<file path="src/rtl/ble_crc24_check.sv">
// Serial BLE CRC-24 receive checker: runs the transmitter's Galois LFSR over the
// PDU bits, shifts in the 24 received CRC bits and strobes a one-cycle verdict.
module ble_crc24_check #(
  parameter logic [23:0] POLY  = 24'h00065B,
  parameter int          LEN_W = 8
) (
  input  logic             clk_i,
  input  logic             rst_n_i,
  input  logic             start_i,
  input  logic [23:0]      init_i,
  input  logic [LEN_W-1:0] len_i,
  input  logic             bit_i,
  input  logic             bit_vld_i,
  input  logic             abort_i,
  output logic             busy_o,
  output logic             done_o,
  output logic             crc_ok_o,
  output logic [23:0]      crc_o,
  output logic [23:0]      rx_crc_o
);

  localparam int CNT_W = LEN_W + 3;

  typedef enum logic [1:0] {
    S_IDLE = 2'd0,
    S_PDU  = 2'd1,
    S_CRC  = 2'd2
  } state_t;

  state_t           r_state;
  logic [23:0]      r_lfsr;
  logic [23:0]      r_rx_crc;
  logic [CNT_W-1:0] r_bit_cnt;
  logic [4:0]       r_crc_cnt;
  logic             r_busy;
  logic             r_done;
  logic             r_crc_ok;

  logic             w_fb;
  logic [23:0]      w_lfsr_next;
  logic [23:0]      w_rx_next;

  assign w_fb        = r_lfsr[23] ^ bit_i;
  assign w_lfsr_next = {r_lfsr[22:0], 1'b0} ^ (w_fb ? POLY : 24'h000000);
  assign w_rx_next   = {r_rx_crc[22:0], bit_i};

  // NOTE: all state below is updated with non-blocking assignments so every
  // register samples the pre-edge values of the others, matching the hardware.
  always_ff @(posedge clk_i or negedge rst_n_i) begin
    if (!rst_n_i) begin
      r_state   <= S_IDLE;
      r_lfsr    <= 24'h000000;
      r_rx_crc  <= 24'h000000;
      r_bit_cnt <= '0;
      r_crc_cnt <= '0;
      r_busy    <= 1'b0;
      r_done    <= 1'b0;
      r_crc_ok  <= 1'b0;
    end else begin
      r_done <= 1'b0;
      if (abort_i) begin
        // Abort outranks start; captured CRC values stay visible for debug.
        r_state <= S_IDLE;
        r_busy  <= 1'b0;
      end else if (start_i) begin
        r_lfsr    <= init_i;
        r_rx_crc  <= 24'h000000;
        r_crc_ok  <= 1'b0;
        r_bit_cnt <= {len_i, 3'b000};
        r_crc_cnt <= '0;
        r_busy    <= 1'b1;
        r_state   <= (len_i != '0) ? S_PDU : S_CRC;
      end else begin
        case (r_state)
          S_IDLE: begin
            r_busy <= 1'b0;
          end
          S_PDU: begin
            if (bit_vld_i) begin
              r_lfsr    <= w_lfsr_next;
              r_bit_cnt <= r_bit_cnt - CNT_W'(1);
              if (r_bit_cnt == CNT_W'(1)) begin
                r_state   <= S_CRC;
                r_crc_cnt <= '0;
              end
            end
          end
          S_CRC: begin
            if (bit_vld_i) begin
              r_rx_crc  <= w_rx_next;
              r_crc_cnt <= r_crc_cnt + 5'd1;
              if (r_crc_cnt == 5'd23) begin
                r_done   <= 1'b1;
                r_crc_ok <= (r_lfsr == w_rx_next);
                r_busy   <= 1'b0;
                r_state  <= S_IDLE;
              end
            end
          end
          default: begin
            r_state <= S_IDLE;
            r_busy  <= 1'b0;
          end
        endcase
      end
    end
  end

  assign busy_o   = r_busy;
  assign done_o   = r_done;
  assign crc_ok_o = r_crc_ok;
  assign crc_o    = r_lfsr;
  assign rx_crc_o = r_rx_crc;

endmodule

</file>
<file path="config.mk">
export PLATFORM = sky130hd
export DESIGN_NAME = ble_crc24_check
export DESIGN_NICKNAME = d
export VERILOG_FILES = /design/src/rtl/ble_crc24_check.sv
export SDC_FILE = /design/constraint.sdc
export NUM_CORES = 1
export LEC_CHECK = 0
export BUFFER_PORTS_ARGS = -buffer_cell sky130_fd_sc_hd__buf_4
export CORE_MARGIN = 1.5
export CORE_UTILIZATION = 58
export CTS_CLUSTER_DIAMETER = 200
export DETAILED_ROUTE_END_ITERATION = 6
export GPL_ROUTABILITY_DRIVEN = 0
export PLACE_DENSITY = 0.92
export SYNTH_ARGS = -nofsm -noshare
export SYNTH_HDL_FRONTEND = slang
export SYNTH_SLANG_ARGS = --single-unit
</file>
<file path="constraint.sdc">
create_clock -name clk_i -period 4.01 [get_ports clk_i]
set_clock_uncertainty 0.2 [all_clocks]
set_input_delay 0.6015 -clock clk_i [delete_from_list [all_inputs] [get_ports clk_i]]
set_output_delay 0.6015 -clock clk_i [all_outputs]
set_load 0.01 [all_outputs]
</file>
======== Word-level counts from Yosys, hierarchy flattened ========
Index checks and enable logic that the tools add are counted.
storage, ports and cells
  bits in registers ....................... 69
  bits in latches ......................... 0
  bits in writable memories ............... 0
  bits in read-only memories .............. 0
  output and inout port bits .............. 51
  memories kept ........................... 0
operators by class
  $add $sub $neg .......................... 2
  $mul .................................... 0
  divide/modulo/power cells ............... 0
  order comparisons ....................... 0
  equality and inequality tests ........... 14
  shift operators ......................... 0
  multiplexer cells ....................... 37
  bitwise gates (word level) .............. 3
  reductions and logical operators ........ 13
operators by type and width
  kind                   number
  $mux 24                6
  $mux 11                4
  $eq 24x24->1           1
  $xor 24x11->24         1
  $mux 5                 4
  $ne 4x4->1 const B     4
  $ne 3x3->1 const B     5
  $mux 2                 7
  $mux 1                 13
  $eq 11x1->1 const B    1
  $sub 11x1->11 const B  1
  $pmux 5 s2             1
  $reduce_and 5->1       2
  $reduce_and 3->1       3
  $reduce_bool 2->1      4
  $reduce_bool 8->1      1
  $pmux 2 s3             1
  $add 5x1->5 const B    1
  $eq 5x5->1 const B     1
  $reduce_and 4->1       1
  $reduce_bool 3->1      1
  $eq 2x1->1 const B     1
  $eq 2x2->1 const B     1
  $logic_not 2->1        1
  3 further kinds        3

======== Longest topological paths before layout ========
  depth after elaboration ................. 6
  gate-level depth with buffers ........... 6
  mapped depth without buffers ............ 6

======== Least setup slack after synthesis ========
Ideal clock, no wire load.
  path type ............................... input-to-reg
  start point ............................. input port bit_vld_i
  end point ............................... register r_lfsr[0] (netlist: crc_o[0])
  library setup time ...................... 128 ps
  arrival time ............................ 1,615 ps
  data required time ...................... 3,682 ps
  setup slack ............................. 2,067 ps
  stages on the path ...................... 5
  path buffers ............................ 2
  path through ............................ buf_2 > nand3b_1 > a21oi_1 > buf_2 > mux2_1
on the way
  word-level cells in the longest chain between the ends .. 2
ends and longest elaborated chain
  item                         RTL line  text
  from (decl)                  13        input logic bit_vld_i,
  $reduce_bool 2->1 (no line)  -
  $reduce_and 3->1 (no line)   -
  to (signal assigned)         66        r_lfsr <= init_i;
  to (signal assigned)         80        r_lfsr <= w_lfsr_next;
  to (decl)                    31        logic [23:0] r_lfsr;
Every way passes these cells.
A chain may end at the register's enable or synchronous reset.

======== Worst setup path in the final report ========
  start point ............................. input port start_i
  end point ............................... register r_crc_ok (netlist: crc_ok_o)
on the way
  word-level cells in the longest chain between the ends .. 2
  elaborated cells between the ends (all ways) .. 5
  classes of those cells .................. 1 x mux; 4 x reduce/logical
ends and longest elaborated chain
  item                         RTL line  text
  from (decl)                  9         input logic start_i,
  $reduce_bool 2->1 (no line)  -
  $reduce_and 4->1 (no line)   -
  to (signal assigned)         94        r_crc_ok <= (r_lfsr == w_rx_next);
  to (decl)                    37        logic r_crc_ok;
Parallel ways exist; a longest one is shown, timed or not.

==> results.toml <==
[final_layout]
area_growth_pct = 24.2
fin_cells = 510
finalNetCount = 471
final_cell_area_um2 = 4510
antenna_cells = 0
drive_gt1_share_pct = 26.9

[pwr]
power_density_nw_per_um2 = 426
max-vdd-ir-drop_v = 0.000283
power_leakage_nw = 2.11

[critical_path]
crit_path_end_kind = "register"
crit_path_top_delay_cell = "nor2b_1"
crit_chain = "buf_4, nor2b_1, a31oi_2, o41ai_1"
critPathLaunchType = "primary input"
r2r_end = "r_crc_cnt[4]"
r2r_cells = 4
cp.required_ns = 4.04
cp.arrival_ns = 2.63
crit_path_max_fanout = 47
crit_type = "in2reg"
max_stage_delay_ns = 0.64
r2r_start = "r_state[1]"
r2r_slack_ns = 1.64

[drt]
dr.pass1.iters = 7
drt_iter0_markers = 464
dr_total_vias = 3282
drcViolationCount = 0
routed_wl_um = 9980
ant_nets = 0
drt-wirelength-per-cell_um = 19.6
via_per_inst = 6.44

[run]
drv_cap = 0

[synth]
yosysTopAreaCell = "dfrtp_1"
synth_area_leaders = "dfrtp_1 48%, a22o_1 6.3%, xor2_1 6.0%"
syn_area_per_cell_um2 = 10.3
synth_commonest_cells = "69 x dfrtp_1, 33 x nor2_1, 29 x a21oi_1"
syn_inst = 353
synth_edf_count = 0
synth-seq-cells = 69
ys_async_sr_fraction_pct = 100
synth.most_common_cell = "dfrtp_1"
syn_area_um2 = 3630
yosysSeqAreaShare_pct = 47.6
ys_warn_count = 0
synth_top_cell_area_share_pct = 47.6
synth.net_count = 394
synth_flop_cell = "dfrtp_1"
synth_cell_types = 50

[global_routing]
grt_antenna_before_repair = 0
grt_pass1_wl_um = 15500
first_global_vias = 3045
grt_overflow = 0
grt_max_degree = 70
grt_use_total_pct = 31.3

[sta]
timing.fmax_mhz = 384
drv_slew = 0
hold_violations = 0
hold_ws_ns = 0.163
finalSetupTns_ns = 0
layout_setup_ws_ns = 1.41
worstMarginPinSlew_ns = 1.24
slew_headroom_pct = 16.8
finalCriticalPeriod_ns = 2.60
fin_crit_sh_pct = 64.9
finalSetupViolCount = 0
rsz0062_at_grt = "false"

[cts]
cts_buffers = 9
cts_resized = 0
postCtsHoldBufs = 0
post_cts.repair.setup_buffers = 0
cts_tree = "done"
clkSinkCount = 69
htree_levels = 3
cts.path.max_buffers = 2
clock_latency_ns = 0.34
clk_pin_slew_ns = 0.08
cts_root_buffer = "clkbuf_8"

[place]
dp_cells = 494
dp_hpwl_um = 6640
preCtsSetupSlack_ns = 1.12
postPlaceCellArea_um2 = 4300
io_buffers = 88

[die]
start_util_pct = 60.5
ios = 89
die-area_um2 = 6740
core.rowCount = 28
fp.dieH_um = 82.1
core_um2 = 5990
die_x_um = 82.1

[run_status]
outcome = "finished, final reports clean"

[hold_path]
min_path_type = "in2async"
-- kinds of logic after synthesis --
logic type	Yosys count	synth area share, %
AND/OR/NAND/NOR	109	17.0
AO/OA/AOI/OAI	93	17.6
flip-flops	69	47.6
XOR/XNOR	32	7.93
buffers and inverters	27	3.28
multiplexers	20	5.55
adder cells (fa/ha/maj)	3	1.03
-- sequential cells by signal, summed over array words and instances, names as in the netlist --
name / cells
done_o: 1
crc_ok_o: 1
r_crc_cnt: 5
r_state: 2
crc_o: 24
rx_crc_o: 24
r_bit_cnt: 11
busy_o: 1
-- metal layers --
layer | part of all wire [%] | routed length [um] | track usage (%)
met5 | 0 | 0 | 0
met4 | 3.4 | 344 | 14.2
met3 | 7.0 | 694 | 5.33
met2 | 48 | 4840 | 49.3
met1 | 41 | 4100 | 42.5
-- power breakdown --
part / internal, mW / total [mW] / switching, mW
Sequential: 0.769 / 0.890 / 0.122
Combinational: 0.207 / 0.433 / 0.226
Clock: 0.322 / 0.594 / 0.272
-- cell usage in the layout, fill, tap and decap left out, types with 3 or more instances in the layout --
| master | instances |
|---|---|
| a31oi_1 | 12 |
| nor3_1 | 7 |
| nor4_1 | 11 |
| a21oi_1 | 28 |
| o21ai_0 | 5 |
| nand3_1 | 5 |
| nand4_1 | 3 |
| inv_1 | 4 |
| ha_1 | 3 |
| nand2_1 | 21 |
| buf_4 | 89 |
| xor2_1 | 25 |
| mux2i_1 | 19 |
| xnor2_1 | 6 |
| nor2_1 | 33 |
| clkbuf_8 | 11 |
| nor2b_1 | 5 |
| a22o_1 | 26 |
| dfrtp_1 | 69 |
| a22oi_1 | 7 |
| or3_1 | 5 |
-- critical path, delay by kind of cell --
kind                   cells  cell delay, ns
buffers and inverters      1            0.48
AO/OA/AOI/OAI              2            0.89
AND/OR/NAND/NOR            1            0.64
-- layout make-up --
| type | instances | area, um2 |
|---|---|---|
| inverter | 4 | 15.0 |
| fill | 400 | 1490 |
| tap | 75 | 93.8 |
| clock inverter | 5 | 57.6 |
| timing repair buffer | 89 | 668 |
| sequential | 69 | 1730 |
| multi-input combinational | 257 | 1790 |
| clock buffer | 11 | 151 |
-- per-stage QoR --
stage / utilization [%] / power (mW)
2_1_floorplan: - / 1.12
3_5_place_dp: 71.7 / 1.32
5_1_grt: 75.2 / 2.00
6_report: 75.2 / 1.92
4_1_cts: 75.2 / 1.92
3_3_place_gp: 71.7 / 1.30
-- worst max path at each step --
stage	slack, ns	to	startpoint
after floorplan	2.07	crc_o[0]	bit_vld_i
after global placement	1.21	crc_ok_o	start_i
after detailed placement	1.12	crc_ok_o	start_i
after CTS	1.45	crc_ok_o	start_i
after global routing	1.20	crc_ok_o	start_i
final	1.41	crc_ok_o	start_i
(Power assumes the default switching activity.)
